===== src/rtl/ps_frame_pkg.sv =====
// ps_frame_pkg
// Shared definitions for the trigger-frame scheduler: frame geometry,
// FSM state encoding and the CRC-8 byte update used on the link.
// No ports (package).
package ps_frame_pkg;

  localparam int         FRAME_LEN     = 10;
  localparam logic [3:0] PAYLOAD_BYTES = 4'd7;
  localparam logic [3:0] CRC_IDX       = 4'd8;
  localparam logic [3:0] END_IDX       = 4'(FRAME_LEN - 1);

  typedef enum logic [1:0] {
    IDLE = 2'd0,
    SEND = 2'd1,
    GAP  = 2'd2
  } state_t;

  // Non-reflected, MSB-first CRC-8, one byte per call, no final XOR.
  function automatic logic [7:0] crc8_update(input logic [7:0] crc,
                                             input logic [7:0] data,
                                             input logic [7:0] poly);
    logic [7:0] c;
    c = crc ^ data;
    for (int i = 0; i < 8; i++) begin
      c = c[7] ? ((c << 1) ^ poly) : (c << 1);
    end
    return c;
  endfunction

endpackage


===== src/rtl/ps_frame_scheduler_if.sv =====
// ps_frame_scheduler_if
// Byte stream from the scheduler to the serial link transmitter.
//   tx_data  : frame byte
//   tx_valid : tx_data valid
//   tx_ready : downstream accepts the byte when tx_valid & tx_ready
//   tx_sof   : marks byte 0 (header)
//   tx_eof   : marks byte 9 (END)
// master = scheduler side, slave = transmitter side.
interface ps_frame_scheduler_if;
  logic [7:0] tx_data;
  logic       tx_valid;
  logic       tx_ready;
  logic       tx_sof;
  logic       tx_eof;

  modport master (
    output tx_data, tx_valid, tx_sof, tx_eof,
    input  tx_ready
  );

  modport slave (
    input  tx_data, tx_valid, tx_sof, tx_eof,
    output tx_ready
  );
endinterface


===== src/rtl/ps_rr_arbiter.sv =====
// ps_rr_arbiter
// Combinational round-robin pick: first asserted request searching upward
// from ptr+1 and wrapping, so the last winner has lowest priority.
//   req    : request vector
//   ptr    : index of the previous winner
//   winner : selected requester index (valid only when valid=1)
//   valid  : at least one request asserted
module ps_rr_arbiter #(
  parameter int NUM_REQ = 4,
  parameter int PW      = 2
) (
  input  logic [NUM_REQ-1:0] req,
  input  logic [PW-1:0]      ptr,
  output logic [PW-1:0]      winner,
  output logic               valid
);

  logic [PW-1:0] idx;

  // Scan from farthest to nearest so the nearest asserted request is the
  // last one written and therefore wins.
  always_comb begin
    winner = '0;
    idx    = '0;
    valid  = |req;
    for (int off = NUM_REQ; off >= 1; off--) begin
      idx = PW'((int'(ptr) + off) % NUM_REQ);
      if (req[idx]) begin
        winner = idx;
      end
    end
  end

endmodule


===== src/rtl/ps_frame_scheduler.sv =====
// ps_frame_scheduler
// Round-robin arbitrates trigger requests and serialises the winner into a
// 10-byte frame (header, 7 payload bytes, CRC-8, END) with ready/valid
// backpressure and a programmable idle gap after each frame.
//   clk, reset : clock, asynchronous active-high reset
//   enable     : gates the start of new frames only
//   req        : per-requester level request
//   payload    : 56 bits per requester, byte 1 in the top byte
//   ack        : one-cycle pulse when a requester's payload is captured
//   busy       : high in SEND or GAP
//   tx         : byte stream to the link transmitter (master modport)
//
// state | meaning
// IDLE  | waiting for enable & a request; outputs idle
// SEND  | presenting frame bytes 0..9, advancing on tx_ready
// GAP   | forced idle cycles after END is accepted
module ps_frame_scheduler
  import ps_frame_pkg::*;
#(
  parameter int         NUM_REQ    = 4,
  parameter logic [3:0] HDR_TAG    = 4'hA,
  parameter logic [7:0] END_BYTE   = 8'h5A,
  parameter int         GAP_CYCLES = 2,
  parameter logic [7:0] POLYNOMIAL = 8'h07,
  parameter logic [7:0] CRC_INIT   = 8'hFF
) (
  input  logic                  clk,
  input  logic                  reset,
  input  logic                  enable,
  input  logic [NUM_REQ-1:0]    req,
  input  logic [NUM_REQ*56-1:0] payload,
  output logic [NUM_REQ-1:0]    ack,
  output logic                  busy,
  ps_frame_scheduler_if.master  tx
);

  localparam int            PW        = (NUM_REQ > 1) ? $clog2(NUM_REQ) : 1;
  localparam logic [PW-1:0] PTR_RESET = PW'(NUM_REQ - 1);
  // Counter runs GAP_LOAD..0, giving exactly GAP_CYCLES cycles in GAP.
  localparam logic [3:0]    GAP_LOAD  = 4'((GAP_CYCLES > 0) ? GAP_CYCLES - 1 : 0);

  state_t               state_q, state_d;
  logic [3:0]           byte_idx_q, byte_idx_d;
  logic [7:0]           crc_q, crc_d;
  logic [PW-1:0]        ptr_q, ptr_d;
  logic [3:0]           winner_q, winner_d;
  logic [55:0]          payload_q, payload_d;
  logic [3:0]           gap_cnt_q, gap_cnt_d;
  logic [NUM_REQ-1:0]   ack_q, ack_d;

  logic [PW-1:0]        arb_winner;
  logic                 arb_valid;
  logic [55:0]          sel_payload;
  logic [55:0]          pay_shift;
  logic [7:0]           tx_byte;
  logic                 accept;

  ps_rr_arbiter #(
    .NUM_REQ (NUM_REQ),
    .PW      (PW)
  ) u_arb (
    .req    (req),
    .ptr    (ptr_q),
    .winner (arb_winner),
    .valid  (arb_valid)
  );

  always_comb begin
    sel_payload = '0;
    for (int i = 0; i < NUM_REQ; i++) begin
      if (arb_winner == PW'(i)) begin
        sel_payload = payload[i*56 +: 56];
      end
    end
  end

  // Payload bytes come out MSB first: byte k sits in the top byte after
  // shifting left by k-1 bytes.
  always_comb begin
    tx_byte   = 8'h00;
    pay_shift = payload_q << {byte_idx_q - 4'd1, 3'b000};
    if (state_q == SEND) begin
      if (byte_idx_q == 4'd0) begin
        tx_byte = {HDR_TAG, winner_q};
      end else if (byte_idx_q <= PAYLOAD_BYTES) begin
        tx_byte = pay_shift[55:48];
      end else if (byte_idx_q == CRC_IDX) begin
        tx_byte = crc_q;
      end else begin
        tx_byte = END_BYTE;
      end
    end
  end

  assign accept      = (state_q == SEND) && tx.tx_ready;
  assign tx.tx_data  = tx_byte;
  assign tx.tx_valid = (state_q == SEND);
  assign tx.tx_sof   = (state_q == SEND) && (byte_idx_q == 4'd0);
  assign tx.tx_eof   = (state_q == SEND) && (byte_idx_q == END_IDX);
  assign busy        = (state_q != IDLE);
  assign ack         = ack_q;

  always_ff @(posedge clk or posedge reset) begin
    if (reset) begin
      state_q    <= IDLE;
      byte_idx_q <= 4'd0;
      crc_q      <= CRC_INIT;
      ptr_q      <= PTR_RESET;
      winner_q   <= 4'd0;
      payload_q  <= '0;
      gap_cnt_q  <= 4'd0;
      ack_q      <= '0;
    end else begin
      state_q    <= state_d;
      byte_idx_q <= byte_idx_d;
      crc_q      <= crc_d;
      ptr_q      <= ptr_d;
      winner_q   <= winner_d;
      payload_q  <= payload_d;
      gap_cnt_q  <= gap_cnt_d;
      ack_q      <= ack_d;
    end
  end

  always_comb begin
    state_d    = state_q;
    byte_idx_d = byte_idx_q;
    crc_d      = crc_q;
    ptr_d      = ptr_q;
    winner_d   = winner_q;
    payload_d  = payload_q;
    gap_cnt_d  = gap_cnt_q;
    ack_d      = '0;

    case (state_q)
      IDLE: begin
        if (enable && arb_valid) begin
          for (int i = 0; i < NUM_REQ; i++) begin
            ack_d[i] = (arb_winner == PW'(i));
          end
          ptr_d      = arb_winner;
          winner_d   = 4'(arb_winner);
          payload_d  = sel_payload;
          byte_idx_d = 4'd0;
          crc_d      = CRC_INIT;
          state_d    = SEND;
        end
      end

      SEND: begin
        if (accept) begin
          if (byte_idx_q == END_IDX) begin
            byte_idx_d = 4'd0;
            if (GAP_CYCLES > 0) begin
              gap_cnt_d = GAP_LOAD;
              state_d   = GAP;
            end else begin
              state_d   = IDLE;
            end
          end else begin
            byte_idx_d = byte_idx_q + 4'd1;
            if (byte_idx_q < CRC_IDX) begin
              crc_d = crc8_update(crc_q, tx_byte, POLYNOMIAL);
            end
          end
        end
      end

      GAP: begin
        if (gap_cnt_q == 4'd0) begin
          state_d = IDLE;
        end else begin
          gap_cnt_d = gap_cnt_q - 4'd1;
        end
      end

      default: state_d = IDLE;
    endcase
  end

endmodule


===== src/flat_wrapper.sv =====
// flat-port wrapper written by rule: the top's interface ports become plain ports
module ps_frame_scheduler_flat import ps_frame_pkg::*;
#(
  parameter int         NUM_REQ    = 4,
  parameter logic [3:0] HDR_TAG    = 4'hA,
  parameter logic [7:0] END_BYTE   = 8'h5A,
  parameter int         GAP_CYCLES = 2,
  parameter logic [7:0] POLYNOMIAL = 8'h07,
  parameter logic [7:0] CRC_INIT   = 8'hFF
)
  (clk, reset, enable, req, payload, ack, busy, tx_tx_data, tx_tx_valid, tx_tx_sof, tx_tx_eof, tx_tx_ready);
  ps_frame_scheduler_if tx_i ();
  input  logic clk;
  input  logic reset;
  input  logic enable;
  input  logic [NUM_REQ-1:0] req;
  input  logic [NUM_REQ*56-1:0] payload;
  output logic [NUM_REQ-1:0] ack;
  output logic busy;
  output wire logic [$bits(tx_i.tx_data)-1:0] tx_tx_data;
  output wire logic [$bits(tx_i.tx_valid)-1:0] tx_tx_valid;
  output wire logic [$bits(tx_i.tx_sof)-1:0] tx_tx_sof;
  output wire logic [$bits(tx_i.tx_eof)-1:0] tx_tx_eof;
  input wire logic [$bits(tx_i.tx_ready)-1:0] tx_tx_ready;
  assign tx_tx_data = tx_i.tx_data;
  assign tx_tx_valid = tx_i.tx_valid;
  assign tx_tx_sof = tx_i.tx_sof;
  assign tx_tx_eof = tx_i.tx_eof;
  assign tx_i.tx_ready = tx_tx_ready;
  ps_frame_scheduler #(.NUM_REQ(NUM_REQ), .HDR_TAG(HDR_TAG), .END_BYTE(END_BYTE), .GAP_CYCLES(GAP_CYCLES), .POLYNOMIAL(POLYNOMIAL), .CRC_INIT(CRC_INIT)) u_core (.clk(clk), .reset(reset), .enable(enable), .req(req), .payload(payload), .ack(ack), .busy(busy), .tx(tx_i));
endmodule

===== config.mk =====
export PLATFORM = sky130hd
export DESIGN_NAME = ps_frame_scheduler_flat
export DESIGN_NICKNAME = d
export VERILOG_FILES = /design/src/rtl/ps_frame_pkg.sv /design/src/rtl/ps_frame_scheduler_if.sv /design/src/rtl/ps_rr_arbiter.sv /design/src/rtl/ps_frame_scheduler.sv /design/src/flat_wrapper.sv
export SDC_FILE = /design/constraint.sdc
export NUM_CORES = 1
export LEC_CHECK = 0
export ABC_AREA = 1
export BUFFER_PORTS_ARGS = -buffer_cell sky130_fd_sc_hd__buf_2
export CORE_ASPECT_RATIO = 1.4
export CORE_MARGIN = 5
export CORE_UTILIZATION = 40
export DETAILED_ROUTE_END_ITERATION = 8
export PLACE_DENSITY = 0.69
export SLEW_MARGIN = 10
export SYNTH_ARGS = -nofsm -noshare
export SYNTH_HDL_FRONTEND = slang
export SYNTH_SLANG_ARGS = --single-unit

===== constraint.sdc =====
create_clock -name clk -period 7.1 [get_ports clk]
set_input_delay 1.065 -clock clk [delete_from_list [all_inputs] [get_ports clk]]
set_output_delay 1.065 -clock clk [all_outputs]
set_load 0.01 [all_outputs]

==> results.md, run 1 <==
- Post-DR wirelength/cell: between 10 and 15 um
- Async SR Flop Fraction: between 90% and 100%
- IO Pins: between 200 and 250
- Die extent in y: roughly 160 um
- Routability congestion estimate: around 0.93
- Final Util: 50.8%
- Synth Net Count: 1,184
- Relative slew slack: 31.5%
- Netlist cell types: 39
- Drc violations: 0
- Area Growth Syn to Fin: 24.7%
- Worst Hold Class: reg2reg
- Critical path arrival: 3660 ps
- Status: finished clean
- CTS tree: done
- Kind of critical path: reg2out
- Dpl hpwl: around 15,000 um
- TritonCTS Buffers: 9
- Post-route insts no fill: ~1,400
- Worst-path maximum fanout: 35
- Slew Viols, Final: 0
- Top FF cell, synth: dfrtp_1
- Placement Rows: between 50 and 60
- Cts hold-fix bufs: 0
- XOR/XNOR Fraction of Synth Area: less than 1%
- Root Buffer: clkbuf_16
- Mean number of vias per cell: slightly below 5
- Worst skew pair latency: 340 ps
- DRT iter0 DRCs: about 370
- Fin crit period: 4730 ps
- Global-route wire length before repair: about 30,000 um
- Compound-gate portion of the synthesized area: between 10% and 20%
- Unrepaired setup endpoints after global routing: no
- # clock sinks: 82
- Most frequent cells in the layout: nand2_1 (408), buf_2 (247), nand3_1 (129), dfrtp_1 (72), a21oi_1 (66)
- Global route overflow: 0
- Port bufs: approximately 250
- Largest net degree at the start of global routing: between 100 and 150
- Clk pin slew, worst setup/hold paths: about 60 ps
- Critical Path RT: a little over 6000 ps
- Final period utilization: ~67%
- Post-Synthesis Cell Area: just over 0.006 sq mm
- FF+latch count, synth: approximately 80
- Max cap viols: 0
- Worst reg2reg path depth: 19
- Synth Warn #: 0
- Critical Path Start Type: flip-flop
- Commonest non-fill, non-tap cell in the layout: nand2_1
- Mux cell area share after synthesis: 0%
- Vias post-DR: around 6,700
- Post-CTS setup buffers: 0
- Initial antenna violation count: 0
- Core Region: between 0.01 and 0.015 sq mm
- Final net count: between 1,000 and 1,500
- Final setup violation count: 0
- Cts repair resizes: 0
- Post-synthesis sequential area ratio: between 30% and 40%
- Max Freq: between 0.2 and 0.25 GHz
- Htree depth: 3
- Final Total Pwr: between 4 and 5 mW
- Post-synthesis simple-gate area fraction: between 40% and 50%
- Total GRT Usage: 20.5%
- Pleak: between 4 and 5 nW
- Die Area: about 0.018 sq mm
- Clock buffer depth: 2
- Hold Path Stages: 2
- Clock skew: a little under 6 ps
- Final Hold Vio Count: 0
- Crit. End Element: primary output
- ANT nets after route: 0
- EDFF count, synth: 0
- Starting Density: just over 40%
- Largest family of logic cells by synthesized area: simple AND/OR/NAND/NOR gates
- # placed instances: 1,342
- Share of layout cells above drive strength 1: approximately 28%
- Total wire length: around 19,000 um
- Worst vdd ir: about 0.33 mV
- Post-Syn Area per Cell: around 6.5 sq um
- Synth Area in Adders: 1.23%
- TNS Setup: 0 ps
- PwrDens: roughly 630 mW/mm^2
- Cells after synthesis: about 950
- Worst slew pin tran: between 1000 and 1500 ps
- Die Wd: 114 um
- DRT Pass-1 Iters: 5
- Number of global-route vias before repair: ~6,500
==> cells by family (layout without fill, tap and decap cells) <==
group	count (synthesis)	in the layout
and+or+nand+nor	590	590
other	0	1
DFF	82	82
AOI/OAI and AO/OA	146	146
adders and majority gates	6	6
buffers and inverters	120	341
xor gates and xnor gates	2	2
==> cell usage after synthesis (all sizes together), types with 2 or more instances <==
| cell type | instances | area, sq um |
|---|---|---|
| o211ai | 3 | 22.5 |
| dfrtp | 72 | 1800 |
| a21oi | 66 | 330 |
| clkbuf | 12 | 45.0 |
| o21ai | 68 | 344 |
| nand2 | 428 | 1690 |
| o22ai | 5 | 31.3 |
| nor2 | 19 | 103 |
| buf | 34 | 287 |
| ha | 6 | 75.1 |
| dfstp | 10 | 263 |
| nand4 | 7 | 43.8 |
| nand3 | 133 | 693 |
| nor3 | 2 | 10.0 |
| inv | 73 | 289 |
==> layer usage <==
layer | vias to the layer above | part of all wire (%) | track usage [%]
met5 | - | 0 | 0
met4 | 0 | 1.6 | 6.06
met3 | 24 | 4.8 | 2.91
met2 | 193 | 54 | 37.9
met1 | 2997 | 40 | 24.3
li1 | 3495 | - | -
==> state kept, by name (all words and copies together), names as in the netlist <==
register,count
u_core.byte_idx_q,4
u_core.payload_q,56
u_core.winner_q,2
u_core.ack,4
u_core.ptr_q,2
u_core.gap_cnt_q,4
u_core.state_q,2
u_core.crc_q,8
==> per-stage QoR <==
step	instance area, sq um	setup WS [ps]	hold WS [ps]
final	7610	2370	486
after global routing	7610	2040	519
after CTS	7590	2400	494
after detailed placement	7270	2800	480
after global placement	7270	2850	469
after floorplan	6100	3940	445
==> report_power, final <==
group / internal, mW / leakage [nW] / switching, mW / total (mW)
clock network: 0.308 / 0.160 / 0.189 / 0.497
logic: 1.13 / 2.99 / 2.29 / 3.43
registers: 0.682 / 1.02 / 0.167 / 0.849
total: 2.12 / 4.17 / 2.65 / 4.77
==> final cells by class <==
cell class                 instances  area, sq um
timing repair buffer             251         1280
sequential                        82         2060
tap                              192          240
clock buffer                       9          225
inverter                          74          295
fill                            1620         7370
multi-input combinational        744         3410
antenna                            1         2.50
clock inverter                     7         92.6
==> critical path: stages (launching register included) <==
cell and delay [ps]:
dfrtp_1 1000, inv_2 470, ha_1 790, inv_2 250
nand3_1 140, nand2_1 50, nand2_1 50, nand3_1 90
a21boi_2 180, nand2_1 110, inv_1 60, buf_2 120
==> final timing paths <==
kind / from / to / slack, ps
max: u_core.byte_idx_q[0] / tx_tx_data[4] / 2370
min: u_core.payload_q[17] / u_core.payload_q[17] / 490
max reg2reg: u_core.byte_idx_q[0] / u_core.crc_q[2] / 3230
min reg2reg: u_core.payload_q[17] / u_core.payload_q[17] / 490
max in group asynchronous: reset / u_core.payload_q[46] / 5400
min in group asynchronous: reset / u_core.gap_cnt_q[1] / 1040
Note: power is estimated with default switching activity, not from simulation.
==> inputs of run 2 (changes only) <==
--- a/config.mk
+++ b/config.mk
@@ -11,7 +11,7 @@
 export CORE_MARGIN = 5
 export CORE_UTILIZATION = 40
 export DETAILED_ROUTE_END_ITERATION = 8
-export PLACE_DENSITY = 0.69
+export PLACE_DENSITY = 0.72
 export SLEW_MARGIN = 10
 export SYNTH_ARGS = -nofsm -noshare
 export SYNTH_HDL_FRONTEND = slang
==> constraint.sdc (replaced) <==
create_clock -name clk -period 4 [get_ports clk]
set_input_delay 0.6 -clock clk [delete_from_list [all_inputs] [get_ports clk]]
set_output_delay 0.6 -clock clk [all_outputs]
set_load 0.01 [all_outputs]
==> run 2 against run 1 <==
Effect of this change:
- sequential power rose by 72%
- sequential share of layout area barely moved
- critical path depth fell by 1
- largest power group unchanged
- non-clock buffer count rose by 1
- clock skew rose by 2.0 ps
- cell count did not move
- hold slack got worse by 36 ps
==> results.md, run 2 (synthesized netlist as in run 1, its figures left out) <==
- Status: finished clean
- Cts repair resizes: 0
- Critical path arrival: between 2000 and 3000 ps
- Clk pin slew, worst setup/hold paths: around 60 ps
- Global-route wire length before repair: between 20,000 and 30,000 um
- Largest regs: u_core.payload_q (56), u_core.crc_q (8)
- Worst vdd ir: between 0.6 and 0.7 mV
- Max Freq: 0.300 GHz
- IO Pins: roughly 250
- Met3 Track Usage GR: 3.14%
- Vias post-DR: slightly below 7,000
- Placed instance area: roughly 0.0073 sq mm
- Post-DR wirelength/cell: 13.7 um
- Share of layout cells above drive strength 1: between 20% and 30%
- Final Total Pwr: roughly 8.5 mW
- Total wire length: between 15,000 and 20,000 um
- # placed instances: about 1,300
- Met2 GRT Util: a little over a third
- TNS Setup: 0 ps
- Worst slew pin tran: just under 1000 ps
- Pleak: 4.16 nW
- Commonest non-fill, non-tap cell in the layout: nand2_1
- Post-CTS setup buffers: 0
- Worst-path maximum fanout: 31
- CTS tree: done
- # clock sinks: 82
- Post-route insts no fill: 1,360
- Largest net degree at the start of global routing: 108
- Htree depth: 3
- Area Growth Syn to Fin: 24.7%
- Placement Rows: 53
- Die Wd: between 100 and 150 um
- Max FFs per register: 56
- Final Hold Vio Count: 0
- Worst reg2reg path depth: 18
- DRT iter0 DRCs: roughly 290
- Slowest CP cell: ha_1
- Mean number of vias per cell: 4.96
- Crit. End Element: primary output
- Final Util: between 50% and 60%
- Fin area: 0.00761 sq mm
- Filler instances: about 1,600
- Global route overflow: 0
- Total GRT Usage: approximately a fifth
- Max cap viols: 0
- Top reg by flops: u_core.payload_q
- Final setup violation count: 0
- Dpl hpwl: around 15,000 um
- Port bufs: around 250
- Critical Path Start Type: flip-flop
- CP peak stage delay: ~510 ps
- Unrepaired setup endpoints after global routing: no
- Clock skew: approximately 8 ps
- Most frequent cells in the layout: nand2_1 (408), buf_2 (247), nand3_1 (129), dfrtp_1 (72), a21oi_1 (66)
- ANT nets after route: 0
- Worst Hold Class: in2async
- GR met1 Demand/Resource: between 20% and 30%
- TritonCTS Buffers: 9
- Antenna Cells: 0
- Fin crit period: around 3300 ps
- Final period utilization: 83.5%
- Final net count: between 1,000 and 1,500
- Kind of critical path: reg2out
- Worst skew pair latency: roughly 330 ps
- Relative slew slack: approximately a third
- Die Area: between 0.015 and 0.02 sq mm
- Drc violations: 0
- GR peak layer: met2
- Critical Path RT: approximately 3400 ps
- Die extent in y: about 160 um
- PwrDens: between 1000 and 1500 mW/mm^2
- Core Region: 0.0150 sq mm
- Slew Viols, Final: 0
- Initial antenna violation count: 0
- Cts hold-fix bufs: 0
- Starting Density: around 41%
- DRT Pass-1 Iters: 5
- Root Buffer: clkbuf_16
- Clock buffer depth: 2
- Number of global-route vias before repair: 6,384
- Crit-path cells: inv_2 -> ha_1 -> inv_2 -> nand3_1 -> nand3_1 -> nand2_1 -> o21ai_1 -> o211ai_1 -> inv_1 -> buf_2
- Routability congestion estimate: 0.913
-- run 2: cell types whose count changed in the layout (fill, tap and decap cells not counted), sizes merged --
cell | before | now
clkinv | 6 | 3
diode | 1 | 0
inv | 73 | 74
buf | 251 | 252
clkinvlp | 0 | 2
-- run 2: path summary, 6_finish.rpt --
| kind | from | end | slack, ps |
|---|---|---|---|
| setup / recovery | u_core.byte_idx_q[0] | tx_tx_data[3] | 660 |
| hold / removal | reset | u_core.ack[2] | 450 |
| setup reg to reg | u_core.byte_idx_q[0] | u_core.crc_q[3] | 1120 |
| hold reg to reg | u_core.winner_q[1] | u_core.winner_q[1] | 490 |
| max in group asynchronous | reset | u_core.crc_q[4] | 2600 |
| min in group clk | u_core.winner_q[1] | u_core.winner_q[1] | 490 |
-- run 2: critical path, delay by kind of cell (launching register included) --
kind / cells / cell delay, ps
buffers and inverters: 4 / 860
adder cells (fa/ha/maj): 1 / 510
flip-flops: 1 / 390
AO/OA/AOI/OAI: 2 / 380
AND/OR/NAND/NOR: 3 / 270
-- run 2: layer usage --
metal / wire (um) / up-vias / share of wire, %
met5: 0 / - / 0
met4: 416 / 0 / 2.2
met3: 840 / 32 / 4.5
met2: 9660 / 191 / 52
met1: 7690 / 3026 / 41
li1: - / 3492 / -
-- run 2: through the flow --
stage | hold slack, ps | setup WS, ps
2_1_floorplan | 445 | 1310
3_3_place_gp | 467 | 1140
3_5_place_dp | 475 | 1060
4_1_cts | 487 | 681
5_1_grt | 509 | 380
6_report | 450 | 662
-- run 2: final cells by class --
| class | count | area, sq um | area share [%] |
|---|---|---|---|
| Clock buffer | 9 | 225 | 2.96 |
| Clock inverter | 7 | 101 | 1.33 |
| Multi-Input combinational cell | 744 | 3410 | 44.8 |
| Sequential cell | 82 | 2060 | 27.1 |
| Inverter | 74 | 295 | 3.88 |
| Tap cell | 192 | 240 | 3.16 |
| Timing Repair Buffer | 252 | 1270 | 16.7 |
-- run 2: where the power goes --
part           internal, mW  switching (mW)  leakage (nW)
Combinational          1.98            4.14          2.99
Sequential             1.21           0.248          1.02
Clock                 0.552           0.351         0.153
Total                  3.75            4.74          4.16
